`config.mk`:
```
export PLATFORM = sky130hd
export DESIGN_NAME = mesi_isc_breq_arb
export DESIGN_NICKNAME = d
export VERILOG_FILES = /design/src/rtl/mesi_isc_pkg.sv /design/src/rtl/mesi_isc_rr_arb4.sv /design/src/rtl/mesi_isc_breq_arb.sv
export SDC_FILE = /design/constraint.sdc
export NUM_CORES = 1
export LEC_CHECK = 0
export ABC_AREA = 1
export BUFFER_PORTS_ARGS = -buffer_cell sky130_fd_sc_hd__buf_2
export CORE_MARGIN = 2
export CORE_UTILIZATION = 51
export DETAILED_ROUTE_END_ITERATION = 16
export PLACE_DENSITY = 0.86
export SLEW_MARGIN = 20
export SYNTH_ARGS = -nofsm -noshare
export SYNTH_HDL_FRONTEND = slang
export SYNTH_SLANG_ARGS = --single-unit
```
`constraint.sdc`:
```
create_clock -name clk -period 8.26 [get_ports clk]
set_clock_uncertainty 0.15 [all_clocks]
set_input_delay 0.826 -clock clk [delete_from_list [all_inputs] [get_ports clk]]
set_output_delay 0.826 -clock clk [all_outputs]
set_load 0.02 [all_outputs]
```
`src/rtl/mesi_isc_pkg.sv`:
```
// Shared definitions for the MESI intersection controller: broadcast request and
// cbus command encodings, arbiter FSM states and default widths.
package mesi_isc_pkg;

    localparam int ADDR_WIDTH_DEF       = 32;
    localparam int BROAD_TYPE_WIDTH_DEF = 2;
    localparam int BROAD_ID_WIDTH_DEF   = 5;

    // Value 3 is undefined and is handled as NOP by consumers.
    typedef enum logic [1:0] {
        BREQ_NOP = 2'd0,
        BREQ_WR  = 2'd1,
        BREQ_RD  = 2'd2
    } breq_type_e;

    typedef enum logic [2:0] {
        CBUS_NOP      = 3'd0,
        CBUS_WR_SNOOP = 3'd1,
        CBUS_RD_SNOOP = 3'd2,
        CBUS_EN_WR    = 3'd3,
        CBUS_EN_RD    = 3'd4
    } cbus_cmd_e;

    typedef enum logic {
        ST_IDLE = 1'b0,
        ST_GAP  = 1'b1
    } breq_arb_state_e;

endpackage

```
`src/rtl/mesi_isc_rr_arb4.sv`:
```
// Combinational 4-way round-robin picker: the search starts just after the last
// grant and takes the first requesting input.
module mesi_isc_rr_arb4 (
    input  logic [3:0] req_i,
    input  logic [1:0] last_i,
    output logic [3:0] gnt_onehot_o,
    output logic [1:0] gnt_id_o,
    output logic       any_o
);

    logic [1:0] idx;
    logic       found;

    always_comb begin
        gnt_onehot_o = '0;
        gnt_id_o     = '0;
        any_o        = |req_i;
        idx          = '0;
        found        = 1'b0;
        // Offset 4 wraps back to last_i, so the previous winner has lowest priority.
        for (int i = 1; i <= 4; i++) begin
            idx = last_i + 2'(i);
            if (!found && req_i[idx]) begin
                found             = 1'b1;
                gnt_id_o          = idx;
                gnt_onehot_o[idx] = 1'b1;
            end
        end
    end

endmodule

```
`src/rtl/mesi_isc_breq_arb.sv`:
```
// Broadcast-request arbiter: picks one per-CPU FIFO head round-robin, pops it, and
// writes a stamped broadcast into the broadcast FIFO.
module mesi_isc_breq_arb
    import mesi_isc_pkg::*;
#(
    parameter int ADDR_WIDTH       = ADDR_WIDTH_DEF,
    parameter int BROAD_TYPE_WIDTH = BROAD_TYPE_WIDTH_DEF,
    parameter int BROAD_ID_WIDTH   = BROAD_ID_WIDTH_DEF
) (
    input  logic                          clk,
    input  logic                          rst,
    input  logic [3:0]                    breq_valid_i,
    input  logic [4*BROAD_TYPE_WIDTH-1:0] breq_type_array_i,
    input  logic [4*ADDR_WIDTH-1:0]       breq_addr_array_i,
    output logic [3:0]                    breq_ack_o,
    input  logic                          broad_fifo_full_i,
    output logic                          broad_fifo_wr_o,
    output logic [BROAD_TYPE_WIDTH-1:0]   broad_type_o,
    output logic [ADDR_WIDTH-1:0]         broad_addr_o,
    output logic [1:0]                    broad_cpu_id_o,
    output logic [BROAD_ID_WIDTH-1:0]     broad_id_o
);

    localparam logic [BROAD_TYPE_WIDTH-1:0] TYPE_WR = BROAD_TYPE_WIDTH'(BREQ_WR);
    localparam logic [BROAD_TYPE_WIDTH-1:0] TYPE_RD = BROAD_TYPE_WIDTH'(BREQ_RD);

    // Handshake: a CPU head is taken when breq_valid_i[n] is sampled high in IDLE with
    // the broadcast FIFO not full; the one-cycle breq_ack_o pulse is the pop, and
    // broad_fifo_wr_o pulses in that same cycle unless the head was a NOP.
    breq_arb_state_e             state_q, state_d;
    logic [1:0]                  last_grant_q, last_grant_d;
    logic [BROAD_ID_WIDTH-1:0]   id_cnt_q, id_cnt_d;
    logic [3:0]                  ack_q, ack_d;
    logic                        wr_q, wr_d;
    logic [BROAD_TYPE_WIDTH-1:0] type_q, type_d;
    logic [ADDR_WIDTH-1:0]       addr_q, addr_d;
    logic [1:0]                  cpu_q, cpu_d;
    logic [BROAD_ID_WIDTH-1:0]   bid_q, bid_d;

    logic [3:0]                  gnt_onehot;
    logic [1:0]                  gnt_id;
    logic                        gnt_any;
    logic [BROAD_TYPE_WIDTH-1:0] win_type;
    logic [ADDR_WIDTH-1:0]       win_addr;
    logic                        win_bcast;

    mesi_isc_rr_arb4 u_rr_arb4 (
        .req_i        (breq_valid_i),
        .last_i       (last_grant_q),
        .gnt_onehot_o (gnt_onehot),
        .gnt_id_o     (gnt_id),
        .any_o        (gnt_any)
    );

    assign win_type  = breq_type_array_i[gnt_id*BROAD_TYPE_WIDTH +: BROAD_TYPE_WIDTH];
    assign win_addr  = breq_addr_array_i[gnt_id*ADDR_WIDTH +: ADDR_WIDTH];
    assign win_bcast = (win_type == TYPE_WR) || (win_type == TYPE_RD);

    always_comb begin
        state_d      = state_q;
        last_grant_d = last_grant_q;
        id_cnt_d     = id_cnt_q;
        ack_d        = '0;
        wr_d         = 1'b0;
        type_d       = type_q;
        addr_d       = addr_q;
        cpu_d        = cpu_q;
        bid_d        = bid_q;
        case (state_q)
            ST_IDLE: begin
                if (gnt_any && !broad_fifo_full_i) begin
                    ack_d        = gnt_onehot;
                    last_grant_d = gnt_id;
                    state_d      = ST_GAP;
                    // NOP heads are popped and dropped without consuming an ID.
                    if (win_bcast) begin
                        wr_d     = 1'b1;
                        type_d   = win_type;
                        addr_d   = win_addr;
                        cpu_d    = gnt_id;
                        bid_d    = id_cnt_q;
                        id_cnt_d = id_cnt_q + BROAD_ID_WIDTH'(1);
                    end
                end
            end
            ST_GAP:  state_d = ST_IDLE;
            default: state_d = ST_IDLE;
        endcase
    end

    always_ff @(posedge clk or posedge rst) begin
        if (rst) begin
            state_q      <= ST_IDLE;
            last_grant_q <= 2'd3;
            id_cnt_q     <= '0;
            ack_q        <= '0;
            wr_q         <= 1'b0;
            type_q       <= '0;
            addr_q       <= '0;
            cpu_q        <= '0;
            bid_q        <= '0;
        end else begin
            state_q      <= state_d;
            last_grant_q <= last_grant_d;
            id_cnt_q     <= id_cnt_d;
            ack_q        <= ack_d;
            wr_q         <= wr_d;
            type_q       <= type_d;
            addr_q       <= addr_d;
            cpu_q        <= cpu_d;
            bid_q        <= bid_d;
        end
    end

    assign breq_ack_o      = ack_q;
    assign broad_fifo_wr_o = wr_q;
    assign broad_type_o    = type_q;
    assign broad_addr_o    = addr_q;
    assign broad_cpu_id_o  = cpu_q;
    assign broad_id_o      = bid_q;

endmodule
```
==> flow_metrics.env, run 1 <==
export IMPL_status="finished, final reports clean"
export IMPL_antennaDiodeCount=0
export IMPL_hold_depth=2
export IMPL_synth_seq_area_share=0.334
export IMPL_crit_arrival_ns=5.76
export IMPL_crit_top_cell="nand2_1"
export IMPL_gr_total_overflow=0
export IMPL_synth_cells=627
export IMPL_cap_violations=0
export IMPL_numCtsBuffers=5
export IMPL_min_period_ns=5.73
export IMPL_die_area_sq_um=8690
export IMPL_coreArea_sq_um=7730
export IMPL_relSlewSlack=0.366
export IMPL_critPathLaunchType="flip-flop"
export IMPL_syn2layout_area_growth_pct=24.2
export IMPL_max_stage_delay_ns=0.91
export IMPL_fp_dieH_um=93.2
export IMPL_worst_path_buf_inv=3
export IMPL_antenna_found_initial=0
export IMPL_worst_slew_pin_slew_ns=0.950
export IMPL_postCtsHoldBufs=0
export IMPL_clock_root_buffer="clkbuf_8"
export IMPL_synthTopCellsByArea="dfrtp_1 (32%), nand2_1 (26%), nand3_1 (14%), nand4_1 (6.9%), ha_1 (2.8%)"
export IMPL_end_kind="flip-flop"
export IMPL_place_gp_congestion=0.863
export IMPL_grt_setup_unrepaired="no"
export IMPL_setup_viol=0
export IMPL_avgSynthCellArea_sq_um=6.47
export IMPL_hp_class="flip-flop to flip-flop"
export IMPL_cts_num_sinks=54
export IMPL_wl_mm=11.9
export IMPL_dp_hpwl_mm=8.76
export IMPL_ys_ff_latch=54
export IMPL_drv_slew=0
export IMPL_critPathTopFamily="simple AND/OR/NAND/NOR gates"
export IMPL_crit_type="flip-flop to flip-flop"
export IMPL_ff2ff_path_depth=16
export IMPL_grt_total_usage=0.266
export IMPL_yosys_warnings=0
export IMPL_first_pass_iters=8
export IMPL_drcViolationCount=0
export IMPL_crit_fanout=70
export IMPL_port_buffers=188
export IMPL_start_util=0.525
export IMPL_rows=32
export IMPL_grt_pass1_wl_mm=18.8
export IMPL_hp_start="broad_id_o[0]"
export IMPL_hold_violations=0
export IMPL_grt_max_degree=71
export IMPL_syn_nets=779
export IMPL_cts_tree="done"
export IMPL_fmax_mhz=175
export IMPL_vias=4681
export IMPL_r2r_start="last_grant_q[0]"
export IMPL_cp_cell_sequence="inv_4 > ha_1 > inv_1 > nand3_2 > nand2_2 > nor2_4 > nand4_4 > nand2_2 > buf_4 > nand2_1 > nand3_1 > nand2_1 > nand2_2 > nand3_2 > nand2_1 > nand2_1"
export IMPL_drive_gt1_frac=0.284
export IMPL_cp_required_ns=8.30
export IMPL_r2r_slack_ns=2.53
export IMPL_r2r_end="broad_addr_o[2]"
export IMPL_clock_path_buffers=2
export IMPL_synth_top_area_share=0.321
export IMPL_viasPerCell=5.31
export IMPL_critPathSlowestCell="nand3_2"
export IMPL_cts_htree_levels=2
export IMPL_grt_pass1_vias=4080
export IMPL_fin_tns_setup_ns=0
export IMPL_syn_area_sq_um=4060
export IMPL_min_period_over_period=0.693
export IMPL_fin_hold_ws_ns=0.322
export IMPL_wl_per_cell_um=13.5
export IMPL_drt_iter0_drc=308
export IMPL_clkLatencyLatePin_ns=0.30
export IMPL_holdPathEnd="broad_id_o[0]"
export IMPL_die_x_um=93.2
export IMPL_cts_repair_resized=0
export IMPL_yosysTopAreaCell="dfrtp_1"
export IMPL_yosysUniqueCellTypes=31
export IMPL_clk_pin_slew_ns=0.09
export IMPL_boundaryPins=189
export IMPL_ant_nets=0
export IMPL_fin_nets=930
export IMPL_cts_setup_buffers=0
## area by class of cell
| cell class | count | area, sq um |
|---|---|---|
| timing repair buffer | 191 | 963 |
| clock inverter | 1 | 30.0 |
| fill | 723 | 2690 |
| inverter | 24 | 92.6 |
| multi-input combinational | 502 | 2400 |
| tap | 102 | 128 |
| clock buffer | 7 | 76.3 |
| sequential | 54 | 1350 |
## cell families (layout without fill, tap and decap cells)
logic type      count (synthesis)  in the layout  share of synthesized area
simple gates                  472            472                      0.525
fa+ha+maj                       9              9                     0.0277
buf+inv                        71            223                     0.0805
compound gates                 18             18                     0.0268
flops                          54             54                      0.334
xor+xnor                        3              3                    0.00647
## worst max-delay path by stage
stage / start / end / slack, ns / cells after the start
global placement: last_grant_q[0] / broad_addr_o[7] / 2.84 / 16
floorplan: last_grant_q[0] / broad_addr_o[0] / 5.43 / 20
detailed placement: last_grant_q[0] / broad_addr_o[27] / 2.57 / 16
global route: last_grant_q[0] / broad_addr_o[4] / 1.93 / 16
CTS: last_grant_q[0] / broad_addr_o[6] / 2.53 / 16
finish: last_grant_q[0] / broad_addr_o[2] / 2.53 / 16
## placed cells by master, fill, tap and decap left out
| cell | count |
|---|---|
| ha_1 | 9 |
| a21oi_4 | 1 |
| nor2_4 | 1 |
| dfstp_2 | 2 |
| clkbuf_1 | 2 |
| xor2_1 | 1 |
| nand3_2 | 4 |
| inv_2 | 3 |
| xnor2_1 | 2 |
| and2_0 | 15 |
| nand4_4 | 1 |
| nor3_2 | 1 |
| clkbuf_8 | 5 |
| a21boi_0 | 1 |
| buf_4 | 3 |
| o21ai_1 | 1 |
| nand3_1 | 111 |
| nand4_1 | 45 |
| nor2_1 | 3 |
| buf_2 | 188 |
| nand2_1 | 280 |
| inv_1 | 20 |
| nor4_1 | 1 |
| o21ai_0 | 6 |
| nand2_4 | 1 |
| a21oi_1 | 5 |
| inv_4 | 1 |
| nor2_2 | 1 |
| o22ai_1 | 4 |
| nand2_2 | 8 |
| bufinv_16 | 1 |
| dfrtp_1 | 52 |
## cell usage after synthesis
library cell and instances:
buf_2 19, a21oi_1 5, nand3_1 111, and2_0 15, o21ai_0 6, buf_4 1, xor2_1 1, a21oi_4 1
nor2_2 1, o22ai_1 4, o21ai_1 1, nor4_1 1, buf_1 2, a21boi_0 1, dfrtp_1 52, nor3_1 1
xnor2_1 2, clkbuf_1 21, dfstp_2 2, inv_2 2, ha_1 9, nand4_1 45, buf_6 4, nor2_4 1
nand2_1 280, nand2_2 9, nand3_2 4, inv_1 21, inv_4 1, nor2_1 3, nand4_2 1
## sequential cells by signal, summed over array words and instances, names as in the netlist
signal           flops
broad_cpu_id_o       2
broad_addr_o        32
last_grant_q         2
id_cnt_q             5
state_q              1
breq_ack_o           4
broad_type_o         2
broad_fifo_wr_o      1
broad_id_o           5
## worst reg2reg max path: cells and delay by family, from the launching register on
kind	cells	cell delay (ns)
buf+inv	3	0.74
flops	1	0.71
simple gates	12	3.65
fa+ha+maj	1	0.37
## per-layer routing
layer  part of all wire  global-route usage  vias up
met5                  0                   0        -
met3              0.049              0.0242       29
li1                   -                   -     2358
met1               0.44               0.368     2136
met4              0.031              0.0907        0
met2               0.48               0.438      158
## stage by stage
step | std cells | worst slack [ns] | cell area [sq um] | util
floorplan | 627 | 5.43 | 4060 | -
global route | 881 | 1.93 | 5040 | 0.652
global placement | 873 | 2.84 | 4930 | 0.638
detailed placement | 873 | 2.57 | 4930 | 0.638
finish | 881 | 2.53 | 5040 | 0.652
CTS | 881 | 2.53 | 5040 | 0.652
Power of run 1 is left out: the tool's default activity adds up to more than one toggle a clock period on the data nets, which glitch-free logic cannot reach.
==> inputs of run 2 (changes only) <==
--- a/config.mk
+++ b/config.mk
@@ -8,9 +8,9 @@
 export ABC_AREA = 1
 export BUFFER_PORTS_ARGS = -buffer_cell sky130_fd_sc_hd__buf_2
 export CORE_MARGIN = 2
-export CORE_UTILIZATION = 51
+export CORE_UTILIZATION = 43
 export DETAILED_ROUTE_END_ITERATION = 16
-export PLACE_DENSITY = 0.86
+export PLACE_DENSITY = 0.78
 export SLEW_MARGIN = 20
 export SYNTH_ARGS = -nofsm -noshare
 export SYNTH_HDL_FRONTEND = slang
==> constraint.sdc (replaced) <==
create_clock -name clk -period 4.68 [get_ports clk]
set_clock_uncertainty 0.15 [all_clocks]
set_input_delay 0.468 -clock clk [delete_from_list [all_inputs] [get_ports clk]]
set_output_delay 0.468 -clock clk [all_outputs]
set_load 0.02 [all_outputs]
==> run 2 against run 1 <==
Cell count rose by 1.6%. Register-to-register slack got worse by 1.8 ns. Critical path depth did not move. Clock-buffer cell count did not move. Fmax rose by 43%. Sequential cell count did not move. Final area rose by 0.60%. Core utilization fell by 10 points. Routed wire length rose by 1.9%. Worst hold slack got worse by 0.16 ns. Sequential share of layout area fell by 0.16 points. Critical path type unchanged.
==> flow_metrics.env, run 2 (synthesized netlist as in run 1, its figures left out) <==
export IMPL_status="finished, final reports clean"
export IMPL_fp_dieH_um=101
export IMPL_final_common_cell="nand2_1"
export IMPL_min_period_ns=3.99
export IMPL_postCtsHoldBufs=0
export IMPL_crit_arrival_ns=4.03
export IMPL_rows=35
export IMPL_die_area_sq_um=10200
export IMPL_wl_per_cell_um=13.5
export IMPL_viasPerCell=5.26
export IMPL_wl_mm=12.1
export IMPL_clkLatencyLatePin_ns=0.30
export IMPL_antenna_found_initial=0
export IMPL_seqCellArea_sq_um=1350
export IMPL_largest_reg_flops=32
export IMPL_worst_slew_pin_slew_ns=0.899
export IMPL_ant_nets=0
export IMPL_relSlewSlack=0.400
export IMPL_antennaDiodeCount=0
export IMPL_min_period_over_period=0.853
export IMPL_fmax_mhz=251
export IMPL_grt_pass1_vias=4166
export IMPL_cp_required_ns=4.72
export IMPL_grt_setup_unrepaired="no"
export IMPL_cts_setup_buffers=0
export IMPL_gr_total_overflow=0
export IMPL_cts_num_sinks=54
export IMPL_setup_viol=0
export IMPL_clock_root_buffer="clkbuf_8"
export IMPL_grt_max_degree=61
export IMPL_layout_common_cells="nand2_1 (280), buf_2 (188), nand3_1 (111), dfrtp_1 (52), nand4_1 (45)"
export IMPL_drive_gt1_frac=0.288
export IMPL_grt_pass1_wl_mm=19.3
export IMPL_clk_pin_slew_ns=0.10
export IMPL_numCtsBuffers=5
export IMPL_drcViolationCount=0
export IMPL_multi_input_area_sq_um=2400
export IMPL_grt_total_usage=0.233
export IMPL_place_gp_congestion=0.927
export IMPL_hold_violations=0
export IMPL_fin_nets=935
export IMPL_cts_repair_resized=0
export IMPL_drv_slew=0
export IMPL_first_pass_iters=7
export IMPL_cap_violations=0
export IMPL_fin_tns_setup_ns=0
export IMPL_boundaryPins=189
export IMPL_die_x_um=101
export IMPL_coreArea_sq_um=9200
export IMPL_vias=4711
export IMPL_syn2layout_area_growth_pct=24.9
export IMPL_crit_fanout=47
export IMPL_n_fill_cell=931
export IMPL_crit_type="flip-flop to flip-flop"
export IMPL_cts_tree="done"
export IMPL_drt_iter0_drc=230
export IMPL_end_kind="flip-flop"
export IMPL_port_buffers=188
export IMPL_hp_class="input pin to asynchronous set/reset pin"
export IMPL_cts_htree_levels=2
export IMPL_start_util=0.441
export IMPL_ff2ff_path_depth=16
export IMPL_critPathLaunchType="flip-flop"
export IMPL_clock_path_buffers=2
export IMPL_dp_hpwl_mm=9.21
[run 2: changes by cell type in the layout (fill, tap and decap cells not counted)]
cell | previous run | this run
nand2_2 | 8 | 9
bufinv_16 | 1 | 0
nand3_2 | 4 | 3
clkinvlp_4 | 0 | 1
nand3_4 | 0 | 1
inv_2 | 3 | 2
buf_4 | 3 | 8
clkinv_2 | 0 | 1
nand2_4 | 1 | 0
[run 2: cell type report]
| type | count | share of cell area |
|---|---|---|
| tap | 111 | 0.0274 |
| clock buffer | 7 | 0.0151 |
| inverter | 24 | 0.0185 |
| sequential | 54 | 0.267 |
| clock inverter | 1 | 0.00148 |
| multi-input combinational | 502 | 0.473 |
| timing repair buffer | 196 | 0.197 |
[run 2: worst paths after layout]
check,startpoint,to,slack [ns]
setup reg to reg,last_grant_q[0],broad_addr_o[9],0.69
min in group clk,broad_addr_o[14],broad_addr_o[14],0.32
max in group asynchronous,rst,broad_addr_o[28],3.67
hold / removal,rst,broad_addr_o[6],0.16
setup / recovery,last_grant_q[0],broad_addr_o[9],0.69
hold reg to reg,broad_addr_o[14],broad_addr_o[14],0.32
[run 2: critical path, cell delays in order, from the launching register on]
cell and delay [ns]:
dfstp_2 0.70, inv_4 0.11, ha_1 0.37, inv_1 0.08, nand3_1 0.09, nand2_1 0.09, inv_1 0.17, nand3_2 0.21
nand2_1 0.14, nand2_2 0.24, nand2_1 0.15, nand2_1 0.10, nand2_2 0.07, buf_4 0.39, nand3_4 0.52, nand2_1 0.20
nand2_1 0.08
[run 2: per-stage QoR]
| step | area, sq um | cells | hold slack [ns] | setup WS (ns) | utilization |
|---|---|---|---|---|---|
| final | 5070 | 895 | 0.157 | 0.689 | 0.551 |
| after global routing | 5070 | 895 | 0.250 | 0.272 | 0.551 |
| after CTS | 5060 | 895 | 0.318 | 0.327 | 0.550 |
| after detailed placement | 4980 | 887 | 0.303 | 0.356 | 0.541 |
| after global placement | 4980 | 887 | 0.300 | 0.524 | 0.541 |
| after floorplan | 4060 | 627 | 0.333 | 1.85 | - |
[run 2: routing by layer]
metal  part of all wire  track usage
met1               0.43        0.317
met2               0.48        0.400
met3              0.069       0.0304
met4              0.016       0.0457
met5                  0            0
Power of run 2 is left out for the same reason.
==> inputs of run 3 (changes only) <==
--- a/config.mk
+++ b/config.mk
@@ -5,12 +5,12 @@
 export SDC_FILE = /design/constraint.sdc
 export NUM_CORES = 1
 export LEC_CHECK = 0
-export ABC_AREA = 1
+export ABC_AREA = 0
 export BUFFER_PORTS_ARGS = -buffer_cell sky130_fd_sc_hd__buf_2
 export CORE_MARGIN = 2
-export CORE_UTILIZATION = 43
+export CORE_UTILIZATION = 48
 export DETAILED_ROUTE_END_ITERATION = 16
-export PLACE_DENSITY = 0.78
+export PLACE_DENSITY = 0.83
 export SLEW_MARGIN = 20
 export SYNTH_ARGS = -nofsm -noshare
 export SYNTH_HDL_FRONTEND = slang
==> run 3 against run 2 <==
Global-route usage grew 9.0 points. Fmax shrank 9.3%. Non-clock buffer count grew 25. Worst setup slack lost 0.41 ns. Sequential share of layout area shrank 8.2 points. Core utilization grew 5.2 points. First-iteration DRC count grew to 3.7 times the previous value. Largest cell class unchanged.
==> flow_metrics.env, run 3 <==
export IMPL_status="finished, final reports clean"
export IMPL_place_ws_ns=0.320
export IMPL_synthXorXnorAreaFrac=0.0117
export IMPL_cts_tree="done"
export IMPL_drv_slew=0
export IMPL_grt_pass1_vias=6605
export IMPL_rows=40
export IMPL_synth_top_family_by_area="compound AO/OA/AOI/OAI gates"
export IMPL_design_area_sq_um=7310
export IMPL_numCtsBuffers=5
export IMPL_viasPerCell=6.86
export IMPL_power_leakage_nw=3.22
export IMPL_fin_tns_setup_ns=0
export IMPL_ys_ff_latch=54
export IMPL_worst_slew_pin_slew_ns=0.989
export IMPL_cp_required_ns=4.71
export IMPL_hp_class="input pin to asynchronous set/reset pin"
export IMPL_clkLatencyLatePin_ns=0.30
export IMPL_relSlewSlack=0.338
export IMPL_cts_repair_resized=0
export IMPL_synth_main_ff_cell="dfrtp_1"
export IMPL_boundaryPins=189
export IMPL_clk_pin_slew_ns=0.09
export IMPL_layout_common_cells="buf_2 (188), inv_1 (70), dfrtp_1 (52)"
export IMPL_largest_reg_flops=32
export IMPL_netlist_top_cells_count="clkbuf_1 (72), inv_1 (71), dfrtp_1 (52)"
export IMPL_synth_compound_area_share=0.342
export IMPL_synth_cells=693
export IMPL_peakVddDrop_mv=0.770
export IMPL_power_density_nw_per_um2=882
export IMPL_syn2layout_area_growth_pct=21.7
export IMPL_synthAdderAreaFrac=0.0187
export IMPL_synthMuxAreaShare=0.157
export IMPL_drt_iter0_drc=848
export IMPL_crit_arrival_ns=4.43
export IMPL_clock_path_buffers=2
export IMPL_async_reset_ff_frac=1.00
export IMPL_antenna_found_initial=1
export IMPL_synth_simple_area_share=0.134
export IMPL_synth_seq_area_share=0.225
export IMPL_wl_per_cell_um=22.1
export IMPL_drcViolationCount=0
export IMPL_synth_top_area_share=0.217
export IMPL_grt_max_degree=102
export IMPL_grt_pass1_wl_mm=34.6
export IMPL_swShare=0.566
export IMPL_wl_mm=22.0
export IMPL_ant_nets=0
export IMPL_antennaDiodeCount=0
export IMPL_synth_edf_count=0
export IMPL_crit_fanout=18
export IMPL_avgSynthCellArea_sq_um=8.67
export IMPL_critPathLaunchType="flip-flop"
export IMPL_dp_hpwl_mm=14.4
export IMPL_cts_num_sinks=54
export IMPL_syn_area_sq_um=6010
export IMPL_setup_viol=0
export IMPL_min_period_over_period=0.940
export IMPL_first_pass_iters=5
export IMPL_crit_type="flip-flop to flip-flop"
export IMPL_clock_power_share=0.063
export IMPL_synthTopCellsByArea="dfrtp_1 (22%), o41ai_2 (7.6%), mux2_2 (6.4%), mux2i_1 (6.3%), o221ai_1 (5.0%)"
export IMPL_switchingPower_mw=3.65
export IMPL_fmax_mhz=227
export IMPL_yosysTopAreaCell="dfrtp_1"
export IMPL_min_period_ns=4.40
export IMPL_yosysUniqueCellTypes=54
export IMPL_cts_htree_levels=2
export IMPL_place_gp_congestion=0.871
export IMPL_n_fill_cell=1128
export IMPL_die_x_um=116
export IMPL_intPower_mw=2.80
export IMPL_fin_nets=980
export IMPL_drive_gt1_frac=0.381
export IMPL_port_buffers=188
export IMPL_combPwrFrac=0.802
export IMPL_hold_violations=0
export IMPL_start_util=0.496
export IMPL_coreArea_sq_um=12100
export IMPL_place_area_sq_um=7150
export IMPL_yosys_warnings=0
export IMPL_vias=6842
export IMPL_fin_hold_ws_ns=0.202
export IMPL_final_common_cell="buf_2"
export IMPL_seqPwrFrac=0.136
export IMPL_end_kind="flip-flop"
export IMPL_grt_total_usage=0.322
export IMPL_grt_setup_unrepaired="no"
export IMPL_clock_root_buffer="clkbuf_16"
export IMPL_fp_dieH_um=116
export IMPL_fin_ws_ns=0.279
export IMPL_cap_violations=0
export IMPL_die_area_sq_um=13400
export IMPL_gr_total_overflow=0
export IMPL_syn_nets=845
export IMPL_yosysMostFrequentCell="clkbuf_1"
==> run 3: path summary, 6_finish.rpt <==
check                                      from          endpoint  slack (ns)  depth (start not counted)
worst max-delay path            last_grant_q[0]   broad_addr_o[8]        0.28                          9
worst min-delay path                        rst  broad_addr_o[21]        0.20                          3
worst max register to register  last_grant_q[0]   broad_addr_o[8]        0.28                          9
worst min register to register    broad_id_o[4]     broad_id_o[4]        0.33                          1
max in group asynchronous                   rst  broad_addr_o[17]        3.64                          3
min in group clk                  broad_id_o[4]     broad_id_o[4]        0.33                          1
==> run 3: cells by family after synthesis <==
| logic type | Yosys count |
|---|---|
| XOR/XNOR | 8 |
| multiplexers | 84 |
| buffers and inverters | 166 |
| AND/OR/NAND/NOR | 141 |
| adder cells (fa/ha/maj) | 9 |
| AO/OA/AOI/OAI | 231 |
| flip-flops | 54 |
==> run 3: metrics by stage <==
| step | total power [mW] | instances | utilization |
|---|---|---|---|
| 2_1_floorplan | 4.47 | 693 | - |
| 3_3_place_gp | 5.78 | 988 | 0.591 |
| 3_5_place_dp | 5.87 | 988 | 0.591 |
| 4_1_cts | 6.29 | 996 | 0.603 |
| 5_1_grt | 6.83 | 997 | 0.604 |
| 6_report | 6.45 | 997 | 0.604 |
==> run 3: critical path, stage by stage (launching register included) <==
cell and delay, ns:
dfstp_2 0.81, inv_1 0.13, ha_2 0.39, mux4_2 0.63, or2_1 0.28, or3_2 0.69
o2111a_1 0.31, a2bb2oi_4 0.36, buf_4 0.37, o41ai_2 0.13
==> run 3: layer usage <==
layer / part of all wire / track usage
met5: 0.00073 / 0
met4: 0.028 / 0.107
met3: 0.12 / 0.0706
met2: 0.46 / 0.520
met1: 0.39 / 0.431
==> run 3: power groups by stage <==
stage	clock network (mW)	registers, mW	logic [mW]
global placement	0	0.878	4.90
detailed placement	0	0.870	5.00
finish	0.404	0.875	5.17
global route	0.419	0.899	5.51
CTS	0.404	0.872	5.01
floorplan	0	1.05	3.42
==> run 3: timing repair <==
| action | 4_1_cts | 5_1_grt |
|---|---|---|
| hold buffers | 0 | 0 |
| endpoints found under the setup margin | 0 | 6 |
| buffers inserted | 0 | 0 |
==> run 3: final cells by class <==
type | instances | area, sq um | area share
multi-input cells | 474 | 4100 | 0.561
flip-flops and latches | 54 | 1350 | 0.185
repair buffers | 221 | 1230 | 0.168
inverters | 72 | 270 | 0.0370
well taps | 168 | 210 | 0.0287
clock buffers | 5 | 125 | 0.0171
clock inverters | 3 | 25.0 | 0.00342
(Power assumes the default switching activity.)
